[src/rtl/mips16_pkg.sv]
// Shared types and sizes for the mips16 fetch path.
package mips16_pkg;

  localparam int WORD_W   = 16;
  localparam int TAG_W    = WORD_W - 1;  // halfword address, bit 0 dropped
  localparam int PF_DEPTH = 4;

  // IDLE  : no memory read outstanding
  // REQ   : read outstanding, its data will be queued
  // DRAIN : read outstanding, its data will be thrown away (stale after redirect)
  typedef enum logic [1:0] {
    IDLE  = 2'd0,
    REQ   = 2'd1,
    DRAIN = 2'd2
  } pf_state_e;

endpackage

[src/rtl/pf_fifo.sv]
// Tagged prefetch queue: each entry pairs a fetched word with its halfword address.
module pf_fifo
  import mips16_pkg::*;
#(
  parameter int DEPTH = PF_DEPTH,
  localparam int AW = $clog2(DEPTH),
  localparam int CW = $clog2(DEPTH + 1)
) (
  input  logic              clk,
  input  logic              reset,
  input  logic              push,
  input  logic [TAG_W-1:0]  push_tag,
  input  logic [WORD_W-1:0] push_data,
  input  logic              pop,
  input  logic              flush,
  output logic [CW-1:0]     count,
  output logic [TAG_W-1:0]  head_tag,
  output logic [WORD_W-1:0] head_data
);

  logic [TAG_W-1:0]  tag_mem  [DEPTH];
  logic [WORD_W-1:0] data_mem [DEPTH];
  logic [AW-1:0]     wr_ptr;
  logic [AW-1:0]     rd_ptr;

  // Pointer and occupancy bookkeeping; flush empties the queue in one edge.
  always_ff @(posedge clk or posedge reset) begin
    if (reset) begin
      wr_ptr <= '0;
      rd_ptr <= '0;
      count  <= '0;
    end else if (flush) begin
      wr_ptr <= '0;
      rd_ptr <= '0;
      count  <= '0;
    end else begin
      if (push) wr_ptr <= wr_ptr + 1'b1;
      if (pop)  rd_ptr <= rd_ptr + 1'b1;
      case ({push, pop})
        2'b10:   count <= count + 1'b1;
        2'b01:   count <= count - 1'b1;
        default: count <= count;
      endcase
    end
  end

  // Entry storage; contents need no reset because count gates every read.
  always_ff @(posedge clk) begin
    if (push && !flush) begin
      tag_mem[wr_ptr]  <= push_tag;
      data_mem[wr_ptr] <= push_data;
    end
  end

  assign head_tag  = tag_mem[rd_ptr];
  assign head_data = data_mem[rd_ptr];

endmodule

[src/rtl/instr_prefetch.sv]
// Instruction prefetcher: keeps a small queue of sequential instruction words
// ahead of the datapath PC and restarts fetching whenever the PC jumps.
//
// Memory handshake: imem_req is held high while one read is outstanding and
// imem_addr stays constant for that whole time. The memory completes the read
// by pulsing imem_ack for one cycle with imem_rdata valid in that same cycle.
// A new read may start in the cycle right after the ack (or in the ack cycle's
// next-state when the FSM stays in REQ). Never more than one read is in flight.
module instr_prefetch
  import mips16_pkg::*;
#(
  parameter int DEPTH = PF_DEPTH,
  localparam int CW = $clog2(DEPTH + 1)
) (
  input  logic              clk,
  input  logic              reset,
  input  logic [WORD_W-1:0] pc,
  input  logic              advance,
  output logic [WORD_W-1:0] instr,
  output logic              instr_valid,
  output logic              stall,
  output logic              imem_req,
  output logic [WORD_W-1:0] imem_addr,
  input  logic              imem_ack,
  input  logic [WORD_W-1:0] imem_rdata,
  output pf_state_e         dbg_state,
  output logic [CW-1:0]     dbg_count
);

  pf_state_e         state;
  pf_state_e         state_n;
  logic [WORD_W-1:0] fa;          // next address to fetch
  logic [WORD_W-1:0] fa_n;
  logic [WORD_W-1:0] addr_n;
  logic [WORD_W-1:0] addr_plus2;
  logic [CW-1:0]     count;
  logic [TAG_W-1:0]  head_tag;
  logic [WORD_W-1:0] head_data;
  logic [TAG_W-1:0]  exp_tag;
  logic [CW-1:0]     occ_after;
  logic              has_room;
  logic              room_after_push;
  logic              push;
  logic              pop;
  logic              redirect;
  logic              unused_pc0;

  // Instruction bit 0 of the PC never selects anything.
  assign unused_pc0 = pc[0];

  pf_fifo #(.DEPTH(DEPTH)) u_fifo (
    .clk       (clk),
    .reset     (reset),
    .push      (push),
    .push_tag  (imem_addr[WORD_W-1:1]),
    .push_data (imem_rdata),
    .pop       (pop),
    .flush     (redirect),
    .count     (count),
    .head_tag  (head_tag),
    .head_data (head_data)
  );

  // Datapath-facing view of the queue head.
  always_comb begin
    instr_valid = (count != '0) && (head_tag == pc[WORD_W-1:1]);
    instr       = (count != '0) ? head_data : '0;
    stall       = ~instr_valid;
    pop         = advance & instr_valid;
  end

  // Redirect detection: compare the PC against the address we expect it to be.
  always_comb begin
    if (count != '0)
      exp_tag = head_tag;
    else if (state == REQ)
      exp_tag = imem_addr[WORD_W-1:1];
    else
      exp_tag = fa[WORD_W-1:1];
    redirect = (exp_tag != pc[WORD_W-1:1]);
  end

  // Room checks account for this cycle's pop (and the push when it lands).
  always_comb begin
    occ_after       = count - CW'(pop);
    has_room        = ({1'b0, occ_after} < (CW+1)'(DEPTH));
    room_after_push = (({1'b0, occ_after} + (CW+1)'(1)) < (CW+1)'(DEPTH));
    addr_plus2      = imem_addr + WORD_W'(2);
  end

  // Fetch FSM next-state, next-fetch address and read address.
  always_comb begin
    state_n = state;
    fa_n    = fa;
    addr_n  = imem_addr;
    push    = 1'b0;
    case (state)
      IDLE: begin
        if (redirect) begin
          fa_n = {pc[WORD_W-1:1], 1'b0};
        end else if (has_room) begin
          state_n = REQ;
          addr_n  = fa;
        end
      end
      REQ: begin
        if (redirect) begin
          fa_n    = {pc[WORD_W-1:1], 1'b0};
          // a read completing now is simply dropped; otherwise wait it out
          state_n = imem_ack ? IDLE : DRAIN;
        end else if (imem_ack) begin
          push = 1'b1;
          fa_n = addr_plus2;
          if (room_after_push)
            addr_n = addr_plus2;
          else
            state_n = IDLE;
        end
      end
      DRAIN: begin
        if (redirect)
          fa_n = {pc[WORD_W-1:1], 1'b0};
        // the stale read has finished; its data is discarded
        if (imem_ack)
          state_n = IDLE;
      end
      default: state_n = IDLE;
    endcase
  end

  // State, next-fetch and read-address registers.
  always_ff @(posedge clk or posedge reset) begin
    if (reset) begin
      state     <= IDLE;
      fa        <= '0;
      imem_addr <= '0;
    end else begin
      state     <= state_n;
      fa        <= fa_n;
      imem_addr <= addr_n;
    end
  end

  assign imem_req  = (state == REQ) || (state == DRAIN);
  assign dbg_state = state;
  assign dbg_count = count;

endmodule

[config.mk]
export PLATFORM = sky130hd
export DESIGN_NAME = instr_prefetch
export DESIGN_NICKNAME = d
export VERILOG_FILES = /design/src/rtl/mips16_pkg.sv /design/src/rtl/pf_fifo.sv /design/src/rtl/instr_prefetch.sv
export SDC_FILE = /design/constraint.sdc
export NUM_CORES = 1
export LEC_CHECK = 0
export CORE_MARGIN = 5
export CORE_UTILIZATION = 42
export DETAILED_ROUTE_END_ITERATION = 10
export MAX_ROUTING_LAYER = met4
export PLACE_DENSITY_LB_ADDON = 0.05
export RECOVER_POWER = 25
export SYNTH_ARGS = -nofsm -noshare
export SYNTH_HDL_FRONTEND = slang
export SYNTH_SLANG_ARGS = --single-unit
[constraint.sdc]
create_clock -name clk -period 3.25 [get_ports clk]
set_input_delay 0.4875 -clock clk [delete_from_list [all_inputs] [get_ports clk]]
set_output_delay 0.4875 -clock clk [all_outputs]
set_load 0.02 [all_outputs]
==> impl_results.md, run 1 <==
- Status: complete, but fails checks
- Failing checks: setup timing
- Gate count after technology mapping: 594
- Wire per inst: 20.7 µm
- Die Ht: 149 µm
- Die Footprint: 22100 µm²
- Buf+Inv Stages, Crit Path: 2
- GRT Residual Overflow: 0
- Rel. slew slack: 0.498
- Initial antenna violation count: 0
- Clock Skews: 0.0146 ns
- Clk root buf: clkbuf_16
- # hold bufs at CTS: 0
- Final Util: 0.568
- Worst Tran Pin Value: 0.753 ns
- Worst Reg-to-Reg Cells: 15
- Core area: 18800 µm²
- Starting density of the core: 0.429
- Final setup TNS: -3.46 ns
- Cell Rows: 50
- R2R Path Start: u_fifo.rd_ptr[0]
- Worst Setup End Kind: register
- Tot Pwr: 4.59 mW
- Critical Path RT: 3.56 ns
- Share of cells above drive strength 1: 0.266
- GR Util met2: 0.338
- PortBufs: 74
- Clock Power Share: 0.462
- Critical Path Stages: 15
- Vias in the first global route: 5844
- Flop pwr share: 0.496
- Die X: 149 µm
- CTS tree: yes
- Crit start category: register
- DRC: 0
- GP Congestion: 0.866
- Synth Flop Type: edfxtp_1
- Grt peak-use layer: met2
- Internal cell power: 3.60 mW
- Worst VDD drop: 0.353 mV
- Gate power share: 0.043
- Leak: 3.79 nW
- Library cells used by synthesis: 58
- Sw Ratio: 0.216
- Grt met1 use: 0.265
- DRT antenna net count: 0
- Final worst path period share: 1.08
- Via Count: 5430
- Worst skew pair latency: 0.43 ns
- Largest net degree at the start of global routing: 42
- Setup crit start: u_fifo.rd_ptr[0]
- Cell family with the largest share of critical-path delay: simple AND/OR/NAND/NOR gates
- Mean Syn Cell Area: 13.6 µm²
- Yosys reg bits: 165
- 1st-iter DRT viols: 327
- Vias/cell: 5.34
- Reg clk slew, reported paths: 0.07 ns
- GRT Overall Usage: 0.205
- Cts bufs inserted: 17
- CP cell instances: buf_12 > mux4_2 > xnor2_1 > nand4_2 > nor4_4 > and2_4 > ha_4 > ha_4 > xor2_4 > a21oi_2 > nand3_2 > nor2_4 > buf_12 > mux2i_1 > nand3_1
- Yosys warnings: 0
- RSZ-0062 raised after global routing: yes
- Final Hold Viols: 0
- Async set-reset flop share out of synthesis: 0.248
- CP max stage delay: 0.55 ns
- First-pass GRT wire length: 33400 µm
- Critical Path AT: 3.82 ns
- Setup CP Type: reg -> reg
- Psw: 992 µW
- Final net count: 791
- Slowest-stage cell, CP: mux4_2
- Pre-antenna DRT Iters: 5
- Max H-tree Level: 4
- Clk sinks: 165
- Post-synthesis sequential area ratio: 0.587
- Max-cap violations: 0
- Period minus WS final: 3.51 ns
- Clk buf depth: 2
- Post-DP HPWL: 14700 µm
- FMAX: 285 MHz
- Post-Syn Nets: 641
- Maximum fanout along the worst path: 8
- Hold crit path type: in -> async
- IO Count: 76
- Final setup violation count: 17
- Worst Slack Setup Final: -0.255 ns
- Layout area overhead: 32.3%
- Final Slew Violations: 0
- Routed WL: 21100 µm
- ANT cells: 0
- Cell Area, Synth: 8090 µm²
- GRT met3 Usage: 0.0328
- Post-synth EDFFs: 124
- Internal reg-to-reg setup slack: -0.26 ns
- Power Dens Cells: 429 nW/µm²
-- registers in the layout, indices dropped and copies added, names as in the netlist --
signal           count
imem_addr           16
fa                  16
dbg_state            2
u_fifo.count         3
u_fifo.wr_ptr        2
u_fifo.tag_mem      60
u_fifo.data_mem     64
u_fifo.rd_ptr        2
-- Yosys cell counts (all sizes together) (10+ instances only) --
cell	number	area share
a2bb2oi	13	0.014
a31oi	10	0.0077
and2	19	0.015
buf	26	0.020
clkbuf	14	0.0065
dfrtp	41	0.13
edfxtp	124	0.46
ha	10	0.015
inv	13	0.0060
mux2i	44	0.054
mux4	28	0.078
nand2	55	0.026
nand3	28	0.017
nor2	23	0.012
o21ai	16	0.010
xnor2	24	0.026
xor2	24	0.027
-- per-stage QoR --
step	cells	hold slack, ns	worst slack [ns]	instance area, µm²
6_report	1017	0.522	-0.255	10700
5_1_grt	1017	0.563	-0.423	10700
4_1_cts	1015	0.527	-0.318	10600
3_5_place_dp	976	0.520	-0.549	9870
3_3_place_gp	976	0.523	-0.445	9870
2_1_floorplan	594	0.485	-0.257	8180
-- path summary, 6_finish.rpt --
check                                    to
setup / recovery              imem_addr[10]
hold / removal                 dbg_state[0]
setup reg to reg              imem_addr[10]
hold reg to reg               imem_addr[10]
max in group asynchronous  u_fifo.rd_ptr[0]
min in group clk              imem_addr[10]
-- layer usage --
metal / vias up / routed length (µm)
met5: - / 0
met4: 0 / 233
met3: 21 / 900
met2: 146 / 10700
met1: 2720 / 9300
li1: 2543 / -
-- power by group through the flow --
| stage | Combinational (mW) | Clock, mW | Sequential [mW] |
|---|---|---|---|
| 6_report | 0.196 | 2.12 | 2.28 |
| 5_1_grt | 0.210 | 2.26 | 2.28 |
| 4_1_cts | 0.198 | 2.16 | 2.28 |
| 3_5_place_dp | 0.195 | 0 | 2.32 |
| 3_3_place_gp | 0.193 | 0 | 2.32 |
| 2_1_floorplan | 0.0765 | 0 | 2.32 |
-- what timing repair did --
item	CTS	global route
endpoints found under the setup margin	159	159
buffers inserted	5	3
resized for setup	17	20
pin swaps	2	11
cloned	2	0
-- area by class of cell --
type                    count  area (µm²)
inverters                  13        48.8
well taps                 260         325
repair buffers            171        1680
flip-flops and latches    165        4750
multi-input cells         376        3280
fillers                  1533        8130
clock buffers              18         429
clock inverters            14         189
-- worst min-delay path, stage by stage --
cell,delay [ns]
clkdlybuf4s50_1,0.39
inv_1,0.05
buf_4,0.49
-- cell usage in the layout, fill, tap and decap left out, types with 5 or more instances in the layout --
| master | netlist | layout |
|---|---|---|
| dfrtp_1 | 41 | 40 |
| inv_1 | 13 | 13 |
| clkbuf_16 | 0 | 18 |
| buf_4 | 2 | 76 |
| xor2_1 | 23 | 22 |
| dlygate4sd3_1 | 0 | 16 |
| xnor2_1 | 24 | 18 |
| o21ai_1 | 5 | 5 |
| a31oi_1 | 10 | 8 |
| a2bb2oi_1 | 13 | 13 |
| nor3_1 | 5 | 5 |
| buf_12 | 0 | 15 |
| and2_1 | 19 | 18 |
| edfxtp_1 | 124 | 124 |
| nand2_1 | 54 | 52 |
| nand3_1 | 28 | 27 |
| mux4_2 | 28 | 28 |
| a32oi_1 | 6 | 6 |
| mux2i_1 | 44 | 44 |
| xnor2_2 | 0 | 6 |
| clkdlybuf4s50_1 | 0 | 56 |
| ha_1 | 10 | 7 |
| inv_6 | 0 | 5 |
| nor3b_1 | 5 | 5 |
| nor2_1 | 21 | 20 |
| and3_1 | 9 | 5 |
| nand4_1 | 5 | 5 |
| o21ai_0 | 10 | 7 |
-- kinds of logic (layout without fill, tap and decap cells) --
| family | count (synthesis) | after routing | synth area share |
|---|---|---|---|
| flops | 165 | 165 | 0.587 |
| simple gates | 177 | 177 | 0.115 |
| xor+xnor | 48 | 48 | 0.0529 |
| fa+ha+maj | 11 | 11 | 0.0179 |
| compound gates | 67 | 67 | 0.0607 |
| buf+inv | 53 | 216 | 0.0326 |
| mux | 73 | 73 | 0.134 |
Power figures use the tool's default switching activity.
==> run 2: changes to the inputs <==
- CTS_CLUSTER_SIZE: not set -> 28
- GPL_ROUTABILITY_DRIVEN: not set -> 0
==> results of run 2 <==
No change in the layout: final DEF, timing and power equal those of run 1.
